File: src/rtl/hazard_stall_ctrl.sv
`default_nettype none
// ============================================================================
// Module   : hazard_stall_ctrl
// Desc     : Load-use / branch-operand hazard stall controller with a
//            multi-cycle WAIT state for long load latencies and a memory-busy
//            freeze. The optional HAZ_STALL_CNT_EN macro adds the
//            stall_cnt_clr / stall_cycles bubble counter.
// Revision : 1.0  initial release
// ============================================================================
module hazard_stall_ctrl #(
    parameter int REG_W    = 5,
    parameter int LOAD_LAT = 1
) (
    input  logic             clk,
    input  logic             rst_n,
    input  logic             MemRead_EX,
    input  logic             RegWrite_EX,
    input  logic [REG_W-1:0] RegisterDst_EX,
    input  logic [REG_W-1:0] RegisterRs_ID,
    input  logic [REG_W-1:0] RegisterRt_ID,
    input  logic             UsesRs_ID,
    input  logic             UsesRt_ID,
    input  logic             Branch_ID,
    input  logic             mem_busy,
`ifdef HAZ_STALL_CNT_EN
    input  logic             stall_cnt_clr,
    output logic [15:0]      stall_cycles,
`endif
    output logic             PC_write,
    output logic             IF_ID_write,
    output logic             nopMux,
    output logic             stall_active
);

    localparam int               CNT_W = $clog2(LOAD_LAT + 2);
    localparam logic [CNT_W-1:0] C_LAT = CNT_W'(LOAD_LAT);
    localparam logic [CNT_W-1:0] C_ONE = CNT_W'(1);

    typedef enum logic [0:0] {
        S_RUN  = 1'b0,
        S_WAIT = 1'b1
    } state_t;

    state_t           state_q, state_d;
    logic [CNT_W-1:0] cnt_q, cnt_d;

    logic             match;
    logic             load_use;
    logic             alu_br;
    logic             stall;
    logic [CNT_W-1:0] n_len;

    always_comb begin
        match    = (RegisterDst_EX != '0) &&
                   ((UsesRs_ID && (RegisterRs_ID == RegisterDst_EX)) ||
                    (UsesRt_ID && (RegisterRt_ID == RegisterDst_EX)));
        load_use = MemRead_EX && match;
        alu_br   = Branch_ID && RegWrite_EX && !MemRead_EX && match;
        // A branch consuming a load result needs one extra cycle to reach ID.
        n_len    = C_LAT + CNT_W'(Branch_ID);
    end

    always_ff @(posedge clk or negedge rst_n) begin
        if (!rst_n) begin
            state_q <= S_RUN;
            cnt_q   <= '0;
        end else begin
            state_q <= state_d;
            cnt_q   <= cnt_d;
        end
    end

    always_comb begin
        state_d     = state_q;
        cnt_d       = cnt_q;
        stall       = 1'b0;
        PC_write    = 1'b1;
        IF_ID_write = 1'b1;
        nopMux      = 1'b0;
        if (!rst_n) begin
            PC_write    = 1'b0;
            IF_ID_write = 1'b0;
            nopMux      = 1'b1;
        end else if (mem_busy) begin
            // Freeze without injecting a bubble; state and count hold.
            PC_write    = 1'b0;
            IF_ID_write = 1'b0;
            nopMux      = 1'b0;
        end else if (state_q == S_WAIT) begin
            PC_write    = 1'b0;
            IF_ID_write = 1'b0;
            nopMux      = 1'b1;
            cnt_d       = cnt_q - C_ONE;
            if (cnt_q == C_ONE) begin
                state_d = S_RUN;
                cnt_d   = '0;
            end
        end else begin
            stall       = load_use || alu_br;
            PC_write    = !stall;
            IF_ID_write = !stall;
            nopMux      = stall;
            if (load_use && (n_len > C_ONE)) begin
                state_d = S_WAIT;
                cnt_d   = n_len - C_ONE;
            end
        end
    end

    assign stall_active = (state_q == S_WAIT);

`ifdef HAZ_STALL_CNT_EN
    logic [15:0] stall_cycles_q;

    always_ff @(posedge clk or negedge rst_n) begin
        if (!rst_n) begin
            stall_cycles_q <= '0;
        end else if (stall_cnt_clr) begin
            stall_cycles_q <= '0;
        end else if (nopMux && (stall_cycles_q != 16'hFFFF)) begin
            stall_cycles_q <= stall_cycles_q + 16'd1;
        end
    end

    assign stall_cycles = stall_cycles_q;
`endif

endmodule
`default_nettype wire

File: config.mk
export PLATFORM = sky130hd
export DESIGN_NAME = hazard_stall_ctrl
export DESIGN_NICKNAME = d
export VERILOG_FILES = /design/src/rtl/hazard_stall_ctrl.sv
export SDC_FILE = /design/constraint.sdc
export NUM_CORES = 1
export LEC_CHECK = 0
export ABC_AREA = 1
export BUFFER_PORTS_ARGS = -buffer_cell sky130_fd_sc_hd__buf_2
export CAP_MARGIN = 15
export CORE_AREA = 2 2 39 41
export DETAILED_ROUTE_END_ITERATION = 16
export DIE_AREA = 0 0 41 43
export PLACE_DENSITY_LB_ADDON = 0.12
export SYNTH_ARGS = -nofsm -noshare
export SYNTH_HDL_FRONTEND = slang
export SYNTH_SLANG_ARGS = --single-unit
export TNS_END_PERCENT = 50
File: constraint.sdc
create_clock -name clk -period 1.44 [get_ports clk]
set_clock_uncertainty 0.05 [all_clocks]
set_input_delay 0.36 -clock clk [delete_from_list [all_inputs] [get_ports clk]]
set_output_delay 0.36 -clock clk [all_outputs]
set_load 0.01 [all_outputs]
== After elaboration in Yosys (flattened, before gate mapping) ==
Index checks and enable logic that the tools add are counted.
Word-level totals
  register bits: 3
  bits of input ports: 23
  logic and storage cells: 38
Operators by class
  add/subtract/negate cells: 3
  order comparisons: 1
  equality and inequality tests: 3
  muxes and demuxes: 12
  bitwise operators: 1
  reductions and logical operators: 16
Operators by type and width (count)
  equality test 5 bit: 2
  two-way mux 1 bit: 9
  logical AND 1 bit: 8
  two-way mux 2 bit: 3
  nonzero test 5 bit: 1
  subtractor 2 x 1 -> 2 bit, second input constant: 2
  AND reduction 3 bit: 1
  adder 1 x 1 -> 2 bit, first input constant: 1
  equality test 2 x 1 -> 1 bit, second input constant: 1
  > comparator 2 x 1 -> 1 bit, second input constant: 1
  zero test 1 bit: 2
  logical OR 1 bit: 2
  AND reduction 2 bit: 1
  nonzero test 2 bit: 1
  inverter 1 bit: 1

== Logic depth before layout (Yosys ltp) ==
Gate-level depths: netlist of run 1.
  depth in word-level cells: 10
  mapped depth: 10
  mapped depth without buffers: 10

== Worst setup path before layout of run 1 ==
No wires, ideal clock.
  kind: input port to output port
  from: input RegisterDst_EX[0]
  to: output PC_write
  data arrival time: 1184 ps
  required time: 1030 ps
  slack: -154 ps
  cell stages on the path: 10
  cell sequence: inv_1 > nand2_1 > nand2_1 > nor2_1 > nand3_1 > nand2_2 > nand3_1 > nand2_1 > nor2_1 > buf_4
Between the ends
  cells in the longest elaborated chain, start to end: 10
RTL lines
  from (decl): line 18  | input logic [REG_W-1:0] RegisterDst_EX,
  equality test 5 bit, on equally long branches: line 55, 56
  logical AND 1 bit, on equally long branches: line 55, 56
  logical OR 1 bit: line 55  | ((UsesRs_ID && (RegisterRs_ID == RegisterDst_EX)) ||
  logical AND 1 bit *: line 54  | match = (RegisterDst_EX != '0) &&
  logical AND 1 bit, on equally long branches: line 57, 58
  logical OR 1 bit *: line 99  | stall = load_use || alu_br;
  zero test 1 bit *
  two-way mux 1 bit * (3 in series)
  to (decl): line 29  | output logic PC_write,
Mark *: on every way between the ends. The rest lies on a longest branch, timed or not.

== Final worst setup path of run 1 ==
  from: input RegisterDst_EX[3]
  to: output nopMux
Between the ends
  cells in the longest elaborated chain, start to end: 9
RTL lines
  equality test 5 bit, on equally long branches: line 55, 56
  logical AND 1 bit, on equally long branches: line 55, 56
  logical OR 1 bit: line 55
  logical AND 1 bit *: line 54
  logical AND 1 bit, on equally long branches: line 57, 58
  logical OR 1 bit *: line 99
  two-way mux 1 bit *: line 89  | end else if (state_q == S_WAIT) begin
  two-way mux 1 bit *: line 84  | end else if (mem_busy) begin
  two-way mux 1 bit *: line 80  | if (!rst_n) begin
  to (decl): line 31  | output logic nopMux,
Marked as above.

==> summary.md, run 1 <==
| Metric | Value |
|---|---|
| Synth Area in XOR/XNOR | `0%` |
| H-tree depth | `1` |
| Initial core utilization | `31.0%` |
| Layout area overhead | `86.3%` |
| Via-per-instance ratio | `4.22` |
| Die Y | `43 um` |
| Max-Cap Viols | `0` |
| Top sig layer | `met3` |
| Cells after synthesis | `88` |
| Synth Area in Adders | `2.92%` |
| Period utilization | `114%` |
| Largest net degree at the start of global routing | `5` |
| First drt pass iteration count | `4` |
| Fin. max-slew vios | `0` |
| Max rail drop VDD | `0.324 mV` |
| Library cells used by synthesis | `13` |
| Final Hold Viols | `0` |
| Initial antenna violation count | `0` |
| Post-layout min period | `1.65 ns` |
| First-pass GRT wire length | `1.71 mm` |
| Worst setup path category | `primary input to output port` |
| Failing checks | `setup timing` |
| Synth Area in Compound Gates | `2.62%` |
| Yosys top cell area share | `35.0%` |
| Ant diodes | `0` |
| Largest family of logic cells by synthesized area | `simple AND/OR/NAND/NOR gates` |
| Fillcell total | `126` |
| HP Start | `cnt_q[1]` |
| Syn Area/Cell | `4.88 um^2` |
| Most common cell after layout, fill and taps aside | `nand2_1` |
| Antenna viol nets, final | `0` |
| Status | `complete, but fails checks` |
| Most frequent cells in the layout | `nand2_1 (33), buf_2 (16), inv_1 (14)` |
| Core Footprint | `1380 um^2` |
| DRT met1 WL | `414 um` |
| Main area contributors after synthesis | `nand2_1 (35%), dfrtp_1 (17%), inv_1 (15%)` |
| Slew HR | `85.7%` |
| Vias in the first global route | `500` |
| Clock sinks | `3` |
| Crit Path Max Fanout | `3` |
| Total CTS buffers | `3` |
| Post-synthesis mux area share | `0%` |
| IO buf count | `26` |
| Drt total wl | `1.09 mm` |
| Total power | `625 uW` |
| Gr usage total | `14.5%` |
| Root buffer cell | `clkbuf_4` |
| Row Count | `14` |
| DP HPWL | `901 um` |
| GRT overflow | `0` |
| Critical Path RT | `1.03 ns` |
| Post-synthesis sequential area ratio | `17.5%` |
| WHS | `0.445 ns` |
| RSZ-0062 raised after global routing | `true` |
| Fmax | `607 MHz` |
| Final setup viols | `3` |
| Clk buf depth | `2` |
| Routability congestion estimate | `0.697` |
| Critical Path Sink Type | `output port` |
| Wire length per cell | `7.74 um` |
| Final core occ | `57.8%` |
| Simple-gate area share of the yosys netlist | `57.7%` |
| Worst hold stages | `2` |
| Worst-Margin Slew | `0.213 ns` |
| Tightest Hold Check Type | `flip-flop to flip-flop` |
| Final Worst Setup Slack | `-0.207 ns` |
| Total negative slack | `-0.524 ns` |
| Reg2reg start | `cnt_q[0]` |
| Crit path DAT | `1.24 ns` |
| DRC | `0` |
| Skew-Pair Late Insertion Delay | `0.23 ns` |
| Worst reg2reg path depth | `6` |
| Pwr/cell area | `782 nW/um^2` |
| Final #Nets | `150` |
| Syn nets | `112` |
| Initial DRC Count | `8` |
| Met3 Wirelength | `63 um` |
| Crit. Startpoint | `RegisterDst_EX[3]` |
| Fin cells | `141` |
| Layout cells sized above 1 | `43.2%` |
| Die width | `41 um` |
| DIE AREA | `1760 um^2` |
| Ports | `27` |
| Placed cells | `135` |
| Yosys warns | `0` |
| CTS tree | `done` |
| Via count | `595` |
| Routed wl met2 | `613 um` |
| Mapped cell area | `429 um^2` |
| CP startpoint kind | `primary input` |
| Seq cells post-synth | `3` |
| Leakage | `0.000487 uW` |
| Clk pin slew, worst setup/hold paths | `0.04 ns` |
| Top cell type by total area after synthesis | `nand2_1` |
## final timing paths
check                           endpoint  slack, ns
worst max-delay path              nopMux      -0.21
worst min-delay path            cnt_q[1]       0.45
worst max register to register  cnt_q[0]       0.39
worst min register to register  cnt_q[1]       0.45
max in group asynchronous       cnt_q[0]       0.64
min in group asynchronous       cnt_q[1]       0.55
## worst max-delay path, stage by stage
cell     delay [ns]
buf_12         0.10
inv_12         0.03
nand2_2        0.04
nand2_1        0.05
nor2_1         0.10
nand3_1        0.09
nand2_2        0.09
nand3_2        0.07
nand2_2        0.09
nand2_1        0.06
nand2_1        0.05
buf_2          0.12
## final cells by class
class | count | area [um^2] | area share [%]
Inverter | 20 | 100 | 12.5
Timing Repair Buffer | 34 | 272 | 34.0
Clock buffer | 4 | 26.3 | 3.29
Sequential cell | 3 | 75.1 | 9.39
Multi-Input combinational cell | 64 | 307 | 38.3
Tap cell | 16 | 20.0 | 2.50
## flip-flops by register name, summed over array words and instances, names as in the netlist
signal	cells
stall_active	1
cnt_q	2
## where the power goes
group | leakage, uW | total, uW | internal (uW) | switching (uW)
Sequential | 0.0000376 | 153 | 125 | 28.1
Clock | 0.0000150 | 145 | 104 | 41.3
Combinational | 0.000434 | 327 | 161 | 166
Total | 0.000487 | 625 | 390 | 235
## timing repair
action,CTS,global route
hold endpoints to repair,3,0
pin swaps,15,2
resized for setup,20,4
endpoints found under the setup margin,3,3
hold buffers,1,0
setup buffers,1,0
## synthesized netlist by cell type
cell type  number
nand2_1        40
inv_1          17
nor2_1         11
nand3_1         6
dfrtp_1         3
inv_2           3
nor3_1          2
a21oi_1         1
buf_4           1
ha_1            1
nand2_2         1
nand3_2         1
o22ai_1         1
## routing by layer
metal | vias up | track usage [%]
met1 | 244 | 13.6
met5 | - | 0
met2 | 16 | 25.0
li1 | 335 | -
met4 | 0 | 8.00
met3 | 0 | 5.24
## stage by stage
| stage | setup WS, ns | cell area [um^2] |
|---|---|---|
| 2_1_floorplan | -0.0219 | 480 |
| 3_3_place_gp | -0.299 | 664 |
| 3_5_place_dp | -0.324 | 664 |
| 4_1_cts | -0.213 | 782 |
| 5_1_grt | -0.294 | 800 |
| 6_report | -0.207 | 800 |
## cell families (layout without fill, tap and decap cells)
family          after synthesis  in the layout
compound gates                2              2
simple gates                 61             61
flops                         3              3
buf+inv                      21             58
fa+ha+maj                     1              1
(Power assumes the default switching activity.)
==> run 2, diff against run 1 <==
--- a/config.mk
+++ b/config.mk
@@ -8,9 +8,9 @@
 export ABC_AREA = 1
 export BUFFER_PORTS_ARGS = -buffer_cell sky130_fd_sc_hd__buf_2
 export CAP_MARGIN = 15
-export CORE_AREA = 2 2 39 41
+export CORE_AREA = 3 3 40 42
 export DETAILED_ROUTE_END_ITERATION = 16
-export DIE_AREA = 0 0 41 43
+export DIE_AREA = 0 0 43 45
 export PLACE_DENSITY_LB_ADDON = 0.12
 export SYNTH_ARGS = -nofsm -noshare
 export SYNTH_HDL_FRONTEND = slang
==> run 2 against run 1 <==
Effect of this change: the run still ends with setup timing left; combinational power about the same; routed wire length decreased by 2.1%; flip-flop and latch count unchanged; clock power increased by 3%; first-iteration DRC count increased by 13%; non-clock buffer count decreased by 2; largest cell class unchanged; highest routed layer unchanged.
==> summary.md, run 2 (same netlist as run 1, synthesis figures left out) <==
| Metric | Value |
|---|---|
| Top sig layer | `met3` |
| Via count | `575 (-3.4%)` |
| Pwr/cell area | `777 nW/um^2 (-0.64%)` |
| CP bufs+invs | `3 (unchanged)` |
| Sequential share of power | `24.6% (about the same)` |
| Crit path DAT | `1.25 ns (about the same)` |
| Root buffer cell | `clkbuf_4` |
| Fin. max-slew vios | `0 (unchanged)` |
| Final Worst Setup Slack | `-0.218 ns (-0.0111 ns)` |
| Initial antenna violation count | `0 (unchanged)` |
| Drt total wl | `1.07 mm (-2.1%)` |
| Final #Nets | `148 (-1.3%)` |
| Post-layout min period | `1.66 ns (+0.0111 ns)` |
| RSZ-0062 raised after global routing | `true` |
| Worst R2R End | `cnt_q[1]` |
| Via-per-instance ratio | `4.17 (-1.3%)` |
| Ports | `27 (unchanged)` |
| Worst path cell trace | `buf_12 -> inv_12 -> nand2_2 -> nand2_1 -> nor2_1 -> nand3_1 -> nand2_2 -> nand3_2 -> nand2_2 -> nand2_1 -> nand2_1 -> buf_2` |
| DRT met1 WL | `517 um (+25%)` |
| Period utilization | `115% (+0.77 points)` |
| Row Count | `13 (-1)` |
| Max rail drop VDD | `0.584 mV (+80%)` |
| CP startpoint kind | `primary input` |
| Fillcell total | `130 (+3.2%)` |
| Combinational share of power | `51.7% (-0.6 points)` |
| First-pass GRT wire length | `1.77 mm (+3.6%)` |
| Crit-path leading delay family | `simple AND/OR/NAND/NOR gates` |
| Largest net degree at the start of global routing | `5 (unchanged)` |
| Initial DRC Count | `9 (+1)` |
| Max-Cap Viols | `0 (unchanged)` |
| Worst reg2reg path depth | `5 (-1)` |
| Slew HR | `86.7% (+0.99 points)` |
| DIE AREA | `1940 um^2 (+9.8%)` |
| Worst-Margin Slew | `0.198 ns (-0.0147 ns)` |
| Die width | `43 um (+4.9%)` |
| H-tree depth | `1 (unchanged)` |
| Layout cells sized above 1 | `45.5% (+2.3 points)` |
| Worst reg-to-reg setup slack | `0.39 ns (about the same)` |
| Tightest Hold Check Type | `primary input to asynchronous set/reset pin` |
| Most common cell after layout, fill and taps aside | `nand2_1` |
| Critical Path RT | `1.03 ns (about the same)` |
| Skew-Pair Late Insertion Delay | `0.23 ns (about the same)` |
| IO buf count | `26 (unchanged)` |
| Footprint of the multi-input gates | `312 um^2 (+1.6%)` |
| Wire length per cell | `7.74 um (about the same)` |
| Layout area overhead | `88.0%` |
| Max incr delay on CP | `0.12 ns (about the same)` |
| Ant diodes | `0 (unchanged)` |
| Crit Path Max Fanout | `3 (unchanged)` |
| CTS tree | `done` |
| Vias in the first global route | `479 (-4.2%)` |
| Clk buf depth | `2 (unchanged)` |
| Met3 Wirelength | `80 um (+27%)` |
| Clk pin slew, worst setup/hold paths | `0.04 ns (about the same)` |
| Final setup viols | `3 (unchanged)` |
| Sw Share | `37.8% (+0.21 points)` |
| Status | `complete, but fails checks` |
| CP max stage cell | `buf_2` |
| Reg2reg start | `stall_active` |
| Leakage | `0.000479 uW (-1.6%)` |
| Gr usage total | `11.9% (-2.6 points)` |
| Power Internal | `390 uW (about the same)` |
| Largest register by flop count | `cnt_q` |
| Final core occ | `62.8% (+5.0 points)` |
| First drt pass iteration count | `4 (unchanged)` |
| Failing checks | `setup timing` |
| Routability congestion estimate | `0.749 (+7.4%)` |
| GRT overflow | `0 (unchanged)` |
| Max FFs per register | `2 (unchanged)` |
| Fmax | `603 MHz (-0.67%)` |
| Total CTS buffers | `3 (unchanged)` |
| DRC | `0 (unchanged)` |
| Core Footprint | `1280 um^2 (-7.1%)` |
| Initial core utilization | `33.4% (+2.4 points)` |
| Setup Buffers After CTS | `0 (-1)` |
| DP HPWL | `898 um (-0.33%)` |
| Antenna viol nets, final | `0 (unchanged)` |
| Final Hold Viols | `0 (unchanged)` |
| FF/Latch Area | `75.1 um^2 (unchanged)` |
| Most frequent cells in the layout | `nand2_1 (31), buf_2 (14), inv_1 (12)` |
| Clock sinks | `3 (unchanged)` |
| Worst setup path category | `primary input to output port` |
| Routed wl met2 | `470 um (-23%)` |
| Die Y | `45 um (+4.7%)` |
| Net Sw Power | `237 uW (+0.86%)` |
| Critical Path Sink Type | `output port` |
| Total negative slack | `-0.524 ns (+0.000435 ns)` |
| Clock Power Share | `23.7% (+0.5 points)` |
-- run 2: how the worst max path moves through the flow --
stage                 startpoint       end  slack (ns)  cells past startpoint
2_1_floorplan  RegisterDst_EX[3]  PC_write       -0.02                     10
4_1_cts        RegisterDst_EX[0]    nopMux       -0.22                     12
6_report       RegisterDst_EX[3]    nopMux       -0.22                     12
3_5_place_dp   RegisterDst_EX[3]    nopMux       -0.33                     12
5_1_grt        RegisterDst_EX[2]    nopMux       -0.31                     12
3_3_place_gp   RegisterDst_EX[3]    nopMux       -0.30                     12
-- run 2: per-stage QoR --
step                      power [uW]  std cells  cell area [um^2]  hold slack, ns  worst slack (ns)
after floorplan                  343         88               480          0.0144           -0.0219
after global placement           438        133               656           0.118            -0.300
after detailed placement         438        133               656           0.122            -0.328
after CTS                        611        138               743           0.438            -0.218
after global routing             695        138               807           0.446            -0.311
final                            627        138               807           0.442            -0.218
-- run 2: final cells by class --
type / instances / share of cell area, %
Clock buffer: 4 / 3.26
Inverter: 20 / 12.7
Multi-Input combinational cell: 64 / 38.6
Sequential cell: 3 / 9.30
Tap cell: 15 / 2.33
Timing Repair Buffer: 32 / 33.8
-- run 2: timing repair --
| action | CTS | global route |
|---|---|---|
| pin swaps | 10 | 14 |
| resized for setup | 15 | 17 |
| setup endpoints to repair | 3 | 3 |
| hold endpoints to repair | 3 | 0 |
| hold buffers | 1 | 0 |
-- run 2: layer usage --
metal,GRT usage [%],vias up
met4,1.81,0
met3,4.78,0
met2,18.9,20
met5,0,-
li1,-,329
met1,15.7,226
-- run 2: power groups by stage --
stage	combinational [uW]	sequential, uW	clock [uW]
finish	324	154	149
global route	366	163	166
CTS	302	155	154
detailed placement	282	156	0
global placement	282	156	0
floorplan	186	157	0
==> run 3, diff against run 2 <==
--- a/config.mk
+++ b/config.mk
@@ -11,7 +11,7 @@
 export CORE_AREA = 3 3 40 42
 export DETAILED_ROUTE_END_ITERATION = 16
 export DIE_AREA = 0 0 43 45
-export PLACE_DENSITY_LB_ADDON = 0.12
+export PLACE_DENSITY_LB_ADDON = 0.3
 export SYNTH_ARGS = -nofsm -noshare
 export SYNTH_HDL_FRONTEND = slang
 export SYNTH_SLANG_ARGS = --single-unit
==> run 3 against run 2 <==
Effect of this change: power grew 3.8%; final cell count grew 0.72%; fmax shrank 0.55%; routed wire length grew 22%; combinational power grew 3%; the run still ends with setup timing left; setup slack lost 0.0092 ns; count of clock-buffer cells in the layout is the same.
==> summary.md, run 3 (same netlist as run 1, synthesis figures left out) <==
| Metric | Value |
|---|---|
| Initial antenna violation count | `0 (unchanged)` |
| Via-per-instance ratio | `4.37 (+4.8%)` |
| Clock sinks | `3 (unchanged)` |
| Design area | `802 um^2 (-0.62%)` |
| Crit path DAT | `1.26 ns (about the same)` |
| RSZ-0062 raised after global routing | `true` |
| Vias in the first global route | `534 (+11%)` |
| Layout area overhead | `86.9%` |
| H-tree depth | `1 (unchanged)` |
| Worst setup path category | `primary input to output port` |
| First-pass GRT wire length | `1.97 mm (+11%)` |
| Max incr delay on CP | `0.12 ns (about the same)` |
| Ports | `27 (unchanged)` |
| Tightest Hold Check Type | `primary input to asynchronous set/reset pin` |
| Pwr/cell area | `811 nW/um^2 (+4.4%)` |
| Max FFs per register | `2 (unchanged)` |
| Total negative slack | `-0.597 ns (-0.0734 ns)` |
| Max-Cap Viols | `0 (unchanged)` |
| Via count | `607 (+5.6%)` |
| Crit-path leading delay family | `simple AND/OR/NAND/NOR gates` |
| Post-Place Worst Slack | `-0.327 ns (+0.000477 ns)` |
| Worst path cell trace | `buf_8 -> nand2_2 -> nand2_2 -> nor2_1 -> nand3_1 -> nand2_2 -> nand3_2 -> nand2_2 -> nand2_2 -> nand2_1 -> buf_2` |
| Final Hold Viols | `0 (unchanged)` |
| Leakage | `0.000482 uW (+0.50%)` |
| Net Sw Power | `259 uW (+9.2%)` |
| Clk buf depth | `2 (unchanged)` |
| Critical Path Sink Type | `output port` |
| Worst reg2reg path depth | `5 (unchanged)` |
| Fmax | `600 MHz (-0.55%)` |
| Combinational share of power | `51.2% (-0.5 points)` |
| IO buf count | `26 (unchanged)` |
| Die Y | `45 um (unchanged)` |
| CTS tree | `done` |
| Final core occ | `62.4% (-0.39 points)` |
| Final setup viols | `3 (unchanged)` |
| Max rail drop VDD | `0.462 mV (-21%)` |
| DRC | `0 (unchanged)` |
| Most frequent CP cell | `nand2_2` |
| Die width | `43 um (unchanged)` |
| WHS | `0.456 ns (+0.0141 ns)` |
| Placed cell area | `656 um^2 (unchanged)` |
| DP HPWL | `1.01 mm (+13%)` |
| Largest register by flop count | `cnt_q` |
| Critical Path RT | `1.03 ns (about the same)` |
| Status | `complete, but fails checks` |
| Period utilization | `116% (+0.64 points)` |
| Post-layout min period | `1.67 ns (+0.00924 ns)` |
| Final Worst Setup Slack | `-0.227 ns (-0.00924 ns)` |
| Row Count | `13 (unchanged)` |
| Crit Path Max Fanout | `3 (unchanged)` |
| CP bufs+invs | `2 (-1)` |
| Initial DRC Count | `6 (-3)` |
| Antenna viol nets, final | `0 (unchanged)` |
| Clk pin slew, worst setup/hold paths | `0.04 ns (about the same)` |
| Skew-Pair Late Insertion Delay | `0.25 ns (+0.02 ns)` |
| Wire length per cell | `9.40 um (+21%)` |
| Total CTS buffers | `3 (unchanged)` |
| Drt total wl | `1.31 mm (+22%)` |
| Clock Power Share | `24.7% (+1.0 points)` |
| Power Internal | `392 uW (+0.44%)` |
| Layout cells sized above 1 | `44.4% (-1.2 points)` |
| Root buffer cell | `clkbuf_4` |
| Crit. Startpoint | `RegisterDst_EX[3]` |
| DIE AREA | `1940 um^2 (unchanged)` |
| Gr usage total | `13.7% (+1.7 points)` |
| Worst-Margin Slew | `0.203 ns (+0.00543 ns)` |
| Slew HR | `86.3% (-0.36 points)` |
| First drt pass iteration count | `4 (unchanged)` |
| CP max stage cell | `buf_8` |
| Initial core utilization | `33.4% (unchanged)` |
| Ant diodes | `0 (unchanged)` |
| Most common cell after layout, fill and taps aside | `nand2_1` |
| GRT overflow | `0 (unchanged)` |
| Fin. max-slew vios | `0 (unchanged)` |
| Most frequent cells in the layout | `nand2_1 (33), buf_2 (14), inv_1 (12)` |
| Largest net degree at the start of global routing | `5 (unchanged)` |
| WP depth | `11 (-1)` |
| Failing checks | `setup timing` |
| Sequential share of power | `24.1% (-0.5 points)` |
| Routability congestion estimate | `0.754 (+0.59%)` |
| Reg2reg start | `stall_active` |
| Core Footprint | `1280 um^2 (unchanged)` |
| Sw Share | `39.8% (+2.0 points)` |
| CP startpoint kind | `primary input` |
| Final #Nets | `149 (+0.68%)` |
==> run 3: cell types whose count changed in the layout (fill, tap and decap cells not counted), sizes merged <==
cell / before / now
buf: 31 / 32
==> run 3: final timing paths <==
kind,to,slack (ns)
worst max register to register,stall_active,0.38
worst min register to register,cnt_q[1],0.46
max in group asynchronous,cnt_q[0],0.70
worst max-delay path,nopMux,-0.23
min in group clk,cnt_q[1],0.46
worst min-delay path,cnt_q[1],0.46
==> run 3: power groups by stage <==
stage / Clock, uW / Combinational, uW / Sequential (uW)
floorplan: 0 / 186 / 157
global placement: 0 / 280 / 154
detailed placement: 0 / 289 / 159
CTS: 163 / 318 / 158
global route: 170 / 373 / 164
finish: 161 / 333 / 157
==> run 3: what timing repair did <==
| action | CTS | global route |
|---|---|---|
| endpoints found under the setup margin | 3 | 3 |
| pin swaps | 10 | 13 |
| hold endpoints to repair | 3 | 0 |
| setup buffers | 1 | 0 |
| resized for setup | 12 | 16 |
| hold buffers | 1 | 0 |
==> run 3: metal layers <==
| layer | track usage, % | routed length (um) | vias to the layer above |
|---|---|---|---|
| li1 | - | - | 331 |
| met1 | 14.2 | 513 | 249 |
| met2 | 25.1 | 653 | 23 |
| met3 | 2.39 | 109 | 4 |
| met4 | 9.04 | 29 | 0 |
| met5 | 0 | 0 | - |
==> run 3: stage by stage <==
step | std cells | power (uW)
4_1_cts | 139 | 639
2_1_floorplan | 88 | 343
5_1_grt | 139 | 707
6_report | 139 | 650
3_3_place_gp | 133 | 434
3_5_place_dp | 133 | 448
==> run 3: layout make-up <==
type                       instances  area (um^2)
tap                               15         18.8
inverter                          20          100
multi-input combinational         64          307
sequential                         3         75.1
fill                             121          483
timing repair buffer              33          275
clock buffer                       4         26.3
==> run 3: worst reg2reg max path, stage by stage, from the launching register on <==
cell and delay (ns):
dfrtp_1 0.39, inv_1 0.09, nor2_1 0.15, inv_1 0.10, nor2_1 0.10, a21oi_1 0.06
